==> src/rtl/irq_pkg.sv <==
// -----------------------------------------------------------------------------
// irq_pkg
// Shared types and helpers for the nested-interrupt context controller.
//   level_t      : 2-bit execution level (0 = user, 1..3 = interrupt levels)
//   state_t      : controller FSM states (RUN, SAVE, RESTORE)
//   level_vector : handler entry address for a given level
//   level_onehot : one-hot select of the register-file bank owned by a level
// -----------------------------------------------------------------------------
package irq_pkg;

    typedef logic [1:0] level_t;

    localparam level_t LVL_USER = 2'd0;
    localparam level_t LVL_1    = 2'd1;
    localparam level_t LVL_2    = 2'd2;
    localparam level_t LVL_3    = 2'd3;

    // Number of interrupt levels; also the maximum nesting depth, since every
    // take strictly raises the level.
    localparam int NUM_LEVELS = 3;

    typedef enum logic [1:0] {
        RUN     = 2'd0,
        SAVE    = 2'd1,
        RESTORE = 2'd2
    } state_t;

    // Level L handler lives at base + (L-1)*stride. Only called with L >= 1.
    function automatic logic [31:0] level_vector(
        input logic [31:0] base,
        input logic [31:0] stride,
        input level_t      lvl
    );
        logic [31:0] idx;
        idx          = {30'd0, lvl} - 32'd1;
        level_vector = base + idx * stride;
    endfunction

    // Bank select for the level being backed up or restored:
    // 0 -> user bank, 1 -> bank 1, 2 -> bank 2. Level 3 never owns a saved bank.
    function automatic logic [2:0] level_onehot(input level_t lvl);
        logic [2:0] sel;
        sel = 3'b000;
        case (lvl)
            LVL_USER: sel = 3'b001;
            LVL_1:    sel = 3'b010;
            LVL_2:    sel = 3'b100;
            default:  sel = 3'b000;
        endcase
        return sel;
    endfunction

endpackage

==> src/rtl/irq_prio_enc.sv <==
// -----------------------------------------------------------------------------
// irq_prio_enc
// Combinational masked priority encoder over the three interrupt levels.
// Bit k of req corresponds to level k+1; the highest unmasked bit wins.
//   req    in  3  pending requests
//   mask   in  3  1 = level masked
//   valid  out 1  at least one unmasked request
//   level  out 2  winning level (LVL_USER when valid = 0)
// -----------------------------------------------------------------------------
module irq_prio_enc
    import irq_pkg::*;
(
    input  logic [2:0] req,
    input  logic [2:0] mask,
    output logic       valid,
    output level_t     level
);

    logic [2:0] eligible;

    // NOTE: every output of a combinational block gets a default before any
    // branch so that no path leaves it unassigned and infers a latch.
    always_comb begin
        eligible = req & ~mask;
        valid    = |eligible;
        level    = LVL_USER;
        if (eligible[2]) begin
            level = LVL_3;
        end else if (eligible[1]) begin
            level = LVL_2;
        end else if (eligible[0]) begin
            level = LVL_1;
        end
    end

endmodule

==> src/rtl/irq_ctx_ctrl.sv <==
// -----------------------------------------------------------------------------
// irq_ctx_ctrl
// Nested-interrupt context controller in front of the CPU register file.
// Latches three prioritised interrupt requests, decides when to preempt,
// drives the register-file backup/restore strobes, and keeps a per-level EPC
// stack so ERET can return to the interrupted context.
//
// Ports
//   clk                 in   1  system clock
//   rst                 in   1  synchronous active-high reset
//   int_en              in   1  global interrupt enable
//   irq_in              in   3  request pulses, bit k -> level k+1
//   irq_mask            in   3  1 = level masked (kept pending)
//   eret                in   1  ERET commit pulse
//   pc_in               in  32  resume PC of the next instruction
//   take_irq            out  1  redirect-to-handler pulse
//   eret_jump           out  1  redirect-to-EPC pulse
//   redirect_pc         out 32  target PC while take_irq/eret_jump is high
//   stall               out  1  freeze pipeline/RF writes during SAVE/RESTORE
//   enable_userBackUp   out  1  back up user bank
//   enable_BackUp1      out  1  back up level-1 bank
//   enable_BackUp2      out  1  back up level-2 bank
//   restore_userBackUp  out  1  restore user bank
//   restore_BackUp1     out  1  restore level-1 bank
//   restore_BackUp2     out  1  restore level-2 bank
//   cur_level           out  2  current execution level, 0 = user
//   pending             out  3  latched pending requests
//
// Timing: the RUN-cycle decision is registered, so all strobes, take_irq /
// eret_jump, redirect_pc and stall are high for exactly the one SAVE or
// RESTORE cycle. Stack pushes, level changes and the pending clear are
// committed on the edge that leaves SAVE/RESTORE.
// -----------------------------------------------------------------------------
module irq_ctx_ctrl
    import irq_pkg::*;
#(
    parameter logic [31:0] VEC_BASE   = 32'h0000_0100,
    parameter logic [31:0] VEC_STRIDE = 32'h0000_0040
) (
    input  logic        clk,
    input  logic        rst,
    input  logic        int_en,
    input  logic [2:0]  irq_in,
    input  logic [2:0]  irq_mask,
    input  logic        eret,
    input  logic [31:0] pc_in,
    output logic        take_irq,
    output logic        eret_jump,
    output logic [31:0] redirect_pc,
    output logic        stall,
    output logic        enable_userBackUp,
    output logic        enable_BackUp1,
    output logic        enable_BackUp2,
    output logic        restore_userBackUp,
    output logic        restore_BackUp1,
    output logic        restore_BackUp2,
    output logic [1:0]  cur_level,
    output logic [2:0]  pending
);

    state_t      state;

    // Decision latched on RUN -> SAVE, consumed on the edge leaving SAVE.
    level_t      save_lvl;
    level_t      save_prev;
    logic [31:0] save_pc;

    // Level being returned to, latched on RUN -> RESTORE.
    level_t      rest_lvl;

    // epc_stack is indexed by the interrupted level; lvl_stack by nesting depth.
    logic [31:0] epc_stack [NUM_LEVELS];
    level_t      lvl_stack [NUM_LEVELS];
    logic [1:0]  depth;

    logic        cand_valid;
    level_t      cand_lvl;
    level_t      pop_lvl;
    logic        ret_go;
    logic        take_go;

    irq_prio_enc u_prio_enc (
        .req   (pending),
        .mask  (irq_mask),
        .valid (cand_valid),
        .level (cand_lvl)
    );

    // Top of the level stack; only meaningful when depth > 0, which ret_go
    // guarantees through cur_level > 0.
    assign pop_lvl = lvl_stack[depth - 2'd1];

    // ERET takes precedence over a simultaneous take; the request stays
    // pending and is re-evaluated against the restored level.
    assign ret_go  = (state == RUN) && eret && (cur_level != LVL_USER);
    assign take_go = (state == RUN) && !eret && int_en && cand_valid &&
                     (cand_lvl > cur_level);

    // NOTE: all state in this block uses non-blocking assignments so every
    // register samples pre-edge values regardless of statement order.
    always_ff @(posedge clk) begin
        if (rst) begin
            state              <= RUN;
            cur_level          <= LVL_USER;
            pending            <= 3'b000;
            depth              <= 2'd0;
            save_lvl           <= LVL_USER;
            save_prev          <= LVL_USER;
            save_pc            <= 32'd0;
            rest_lvl           <= LVL_USER;
            take_irq           <= 1'b0;
            eret_jump          <= 1'b0;
            redirect_pc        <= 32'd0;
            stall              <= 1'b0;
            enable_userBackUp  <= 1'b0;
            enable_BackUp1     <= 1'b0;
            enable_BackUp2     <= 1'b0;
            restore_userBackUp <= 1'b0;
            restore_BackUp1    <= 1'b0;
            restore_BackUp2    <= 1'b0;
            // NOTE: the stacks are tiny register arrays that must read as zero
            // after reset, so they are cleared explicitly rather than left to
            // power-up contents like a RAM would be.
            for (int i = 0; i < NUM_LEVELS; i++) begin
                epc_stack[i] <= 32'd0;
                lvl_stack[i] <= LVL_USER;
            end
        end else begin
            // Pulse outputs default low; only the RUN decision raises them.
            take_irq           <= 1'b0;
            eret_jump          <= 1'b0;
            redirect_pc        <= 32'd0;
            stall              <= 1'b0;
            enable_userBackUp  <= 1'b0;
            enable_BackUp1     <= 1'b0;
            enable_BackUp2     <= 1'b0;
            restore_userBackUp <= 1'b0;
            restore_BackUp1    <= 1'b0;
            restore_BackUp2    <= 1'b0;

            pending <= pending | irq_in;

            case (state)
                RUN: begin
                    if (ret_go) begin
                        state       <= RESTORE;
                        rest_lvl    <= pop_lvl;
                        stall       <= 1'b1;
                        eret_jump   <= 1'b1;
                        redirect_pc <= epc_stack[pop_lvl];
                        {restore_BackUp2, restore_BackUp1, restore_userBackUp}
                            <= level_onehot(pop_lvl);
                    end else if (take_go) begin
                        state       <= SAVE;
                        save_lvl    <= cand_lvl;
                        save_prev   <= cur_level;
                        save_pc     <= pc_in;
                        stall       <= 1'b1;
                        take_irq    <= 1'b1;
                        redirect_pc <= level_vector(VEC_BASE, VEC_STRIDE, cand_lvl);
                        {enable_BackUp2, enable_BackUp1, enable_userBackUp}
                            <= level_onehot(cur_level);
                    end
                end

                SAVE: begin
                    epc_stack[save_prev] <= save_pc;
                    lvl_stack[depth]     <= save_prev;
                    depth                <= depth + 2'd1;
                    cur_level            <= save_lvl;
                    // Overrides the OR above for the serviced bit only: a new
                    // pulse arriving in this cycle keeps it set.
                    pending[save_lvl - LVL_1] <= irq_in[save_lvl - LVL_1];
                    state                <= RUN;
                end

                RESTORE: begin
                    depth     <= depth - 2'd1;
                    cur_level <= rest_lvl;
                    state     <= RUN;
                end

                default: begin
                    state <= RUN;
                end
            endcase
        end
    end

endmodule

==> config.mk <==
export PLATFORM = sky130hd
export DESIGN_NAME = irq_ctx_ctrl
export DESIGN_NICKNAME = d
export VERILOG_FILES = /design/src/rtl/irq_pkg.sv /design/src/rtl/irq_prio_enc.sv /design/src/rtl/irq_ctx_ctrl.sv
export SDC_FILE = /design/constraint.sdc
export NUM_CORES = 1
export LEC_CHECK = 0
export ABC_CLOCK_PERIOD_IN_PS = 2090
export CORE_MARGIN = 4
export CORE_UTILIZATION = 51
export DETAILED_ROUTE_END_ITERATION = 10
export GPL_TIMING_DRIVEN = 0
export MAX_ROUTING_LAYER = met4
export PLACE_DENSITY = 0.76
export SYNTH_ARGS = -nofsm -noshare
export SYNTH_HDL_FRONTEND = slang
export SYNTH_HIERARCHICAL = 1
export SYNTH_SLANG_ARGS = --single-unit
==> constraint.sdc <==
create_clock -name clk -period 2.09 [get_ports clk]
set_clock_uncertainty 0.05 [all_clocks]
set_input_delay 0.209 -clock clk [delete_from_list [all_inputs] [get_ports clk]]
set_output_delay 0.209 -clock clk [all_outputs]
set_load 0.05 [all_outputs]
==> flow_summary_export.csv <==
group,metric,value,unit
status,status,"finished, violations left",
status,violations,"negative setup slack",
min_path,hold_path.class,"in -> reg",
floorplanning,die_y,139,µm
logic_synthesis,synth-main-ff-cell,"edfxtp_1",
placed_design,place_area,9900,µm²
clock_tree,clk_latency,0.52,ns
clock_tree,clkSlewWorstSetupHoldPaths,0.06,ns
placed_design,place_ws,-0.711,ns
logic_synthesis,synth_top_cell_by_area,"edfxtp_1",
placed_design,place_hpwl,12000,µm
route,drc,0,
floorplanning,start_util,0.522,
sta,rsz0062_at_grt,"true",
setup_path,start_kind,"flop",
sta,holdWs,0.190,ns
power_and_ir_drop,p_per_area,1090,nW/µm²
clock_tree,clock-sinks,224,
floorplanning,die_area,19300,µm²
setup_path,crit_path_end_kind,"flop",
sta,worstMarginPinSlew,0.722,ns
final_layout,drive_above_1_share,0.175,
global_routing,grt_pass1_wl,31000,µm
final_layout,fin_area,11400,µm²
logic_synthesis,ys_ff_latch,224,
logic_synthesis,synth_edf_count,136,
job,cap_viol_max_count,0,
sta,fin_ws,-0.0370,ns
min_path,hold-path-cell-count,3,
clock_tree,cts_tree,"done",
clock_tree,cts_hold_buffers,0,
floorplanning,fp.dieW,139,µm
placed_design,placed_cells,974,
power_and_ir_drop,ir_worst_vdd,0.596,mV
placed_design,gp_congestion,0.785,
power_and_ir_drop,p_int,8.94,mW
sta,slew_violations,0,
global_routing,track_usage,0.209,
sta,maxSlewHeadroom,0.518,
sta,setup-violations-final,7,
logic_synthesis,synth_area,8720,µm²
clock_tree,h-tree-depth,1,
route,vias,5744,
setup_path,crit_fanout,5,
logic_synthesis,synthArstFlopShare,0,
final_layout,layout_commonest_cell,"edfxtp_1",
power_and_ir_drop,pwr-share-seq,0.409,
setup_path,critPathRequiredTime,2.42,ns
logic_synthesis,yosysSeqAreaShare,0.670,
clock_tree,clock_path_buffers,3,
global_routing,antenna_found_initial,0,
clock_tree,cts_root_buf,"clkbuf_16",
route,firstDrtPassIters,5,
floorplanning,io-pin-count,88,
route,wl_per_cell,19.8,µm
logic_synthesis,synthCells,667,
power_and_ir_drop,p_leak,4.17,nW
route,viasPerCell,5.45,
power_and_ir_drop,pwr-share-comb,0.272,
setup_path,r2r_cells,9,
route,drt_iter0_markers,578,
sta,finalCritPeriodShare,1.02,
power_and_ir_drop,p_clk_frac,0.319,
final_layout,antenna_cells,0,
logic_synthesis,synthTopCellsByArea,"edfxtp_1 47%, dfxtp_1 20%, mux2i_1 7.1%, and2_1 7.0%, nand2_1 3.5%",
final_layout,areaGrowthSynthToFinish,30.9,%
setup_path,crit_arrival,2.45,ns
floorplanning,core-area,16700,µm²
route,wl,20900,µm
floorplanning,row_count,47,
final_layout,layoutNonFillerInstCount,1053,
power_and_ir_drop,switching_share,0.281,
global_routing,grt_overflow,0,
logic_synthesis,avgSynthCellArea,13.1,µm²
final_layout,final_nets,872,
sta,hold_viol,0,
sta,final.min_clock_period,2.13,ns
logic_synthesis,ys_types,39,
global_routing,grt_max_degree,33,
logic_synthesis,synth_top_cell_area_share,0.468,
final_layout,layout.cells.most_common_list,"136 x edfxtp_1, 98 x and2_1, 86 x clkdlybuf4s50_1",
setup_path,worst-setup-path-type,"reg -> reg",
route,ant_nets,0,
logic_synthesis,ys_warn_count,6,
power_and_ir_drop,finalPower,12.4,mW
clock_tree,cts_made_buffers,22,
logic_synthesis,syn_nets,722,
power_and_ir_drop,switchingPower,3.49,mW
placed_design,io_buffers,87,
global_routing,grt_pass1_vias,5765,
sta,max_freq,470,MHz
[worst paths after layout]
kind                             startpoint  slack, ns         endpoint
worst min register to register  rest_lvl[0]       0.41      rest_lvl[0]
worst max register to register     depth[0]      -0.04  redirect_pc[28]
worst min-delay path              pc_in[10]       0.19      save_pc[10]
worst max-delay path               depth[0]      -0.04  redirect_pc[28]
[critical path: stages, from the launching register on]
cell,delay (ns)
dfxtp_4,0.37
inv_4,0.04
ha_4,0.32
buf_6,0.11
mux4_2,0.33
buf_8,0.16
buf_12,0.14
clkbuf_16,0.16
mux2i_1,0.19
o22ai_2,0.12
[cell families (layout without fill, tap and decap cells)]
kind of cell,after synthesis,count (layout),synth area share
flip-flops,224,224,0.670
AO/OA/AOI/OAI,88,88,0.0611
multiplexers,69,69,0.0861
buffers and inverters,50,213,0.0281
adder cells (fa/ha/maj),13,13,0.0186
XOR/XNOR,2,2,0.00201
AND/OR/NAND/NOR,221,224,0.134
[power by group through the flow]
stage               Clock, mW  Combinational, mW  Sequential (mW)
floorplan                   0               1.44             5.43
global placement            0               2.36             5.15
detailed placement          0               2.41             5.16
CTS                      3.95               2.75             5.07
global route             4.19               3.52             5.11
finish                   3.96               3.39             5.08
[synth_stat cells (6+ instances only)]
master    instances
and3_1            9
buf_6             6
ha_1             13
mux2i_1          62
dfxtp_1          88
inv_1             9
a211oi_1          6
a21oi_1          39
o22ai_1          29
edfxtp_1        136
buf_2             7
nand2_1          81
clkbuf_1         27
nor2_1           11
and2_1           98
[routing by layer]
layer | up-vias | routed length, µm | global-route usage | part of all wire
li1 | 2671 | - | - | -
met1 | 2826 | 8640 | 0.264 | 0.41
met2 | 210 | 10700 | 0.349 | 0.51
met3 | 37 | 1190 | 0.0334 | 0.057
met4 | 0 | 388 | 0.0608 | 0.019
met5 | - | 0 | - | 0
[registers in the layout, indices dropped and copies added (netlist names), 2 cells and up]
name,count
cur_level,2
depth,2
epc_stack,128
lvl_stack,8
pending,3
redirect_pc,32
rest_lvl,2
save_lvl,2
save_pc,32
save_prev,2
state,2
[through the flow]
step,util,TNS [ns]
detailed placement,0.593,-117.86
finish,0.684,-0.119
floorplan,-,-0.0508
global route,0.684,-0.552
global placement,0.593,-95.55
CTS,0.663,-0.00780
[area by class of cell]
type,count,area (µm²)
inverter,9,36.3
sequential,224,5860
fill,1128,5280
tap,220,275
multi-input combinational,396,2830
clock inverter,8,98.8
timing repair buffer,124,1380
buffer,40,325
clock buffer,32,618
[timing repair]
action	4_1_cts	5_1_grt
pin swaps	6	16
gates cloned	3	4
buffers inserted	23	10
hold endpoints to repair	0	0
resized for setup	46	60
endpoints found under the setup margin	291	255
Power figures use the tool's default switching activity.
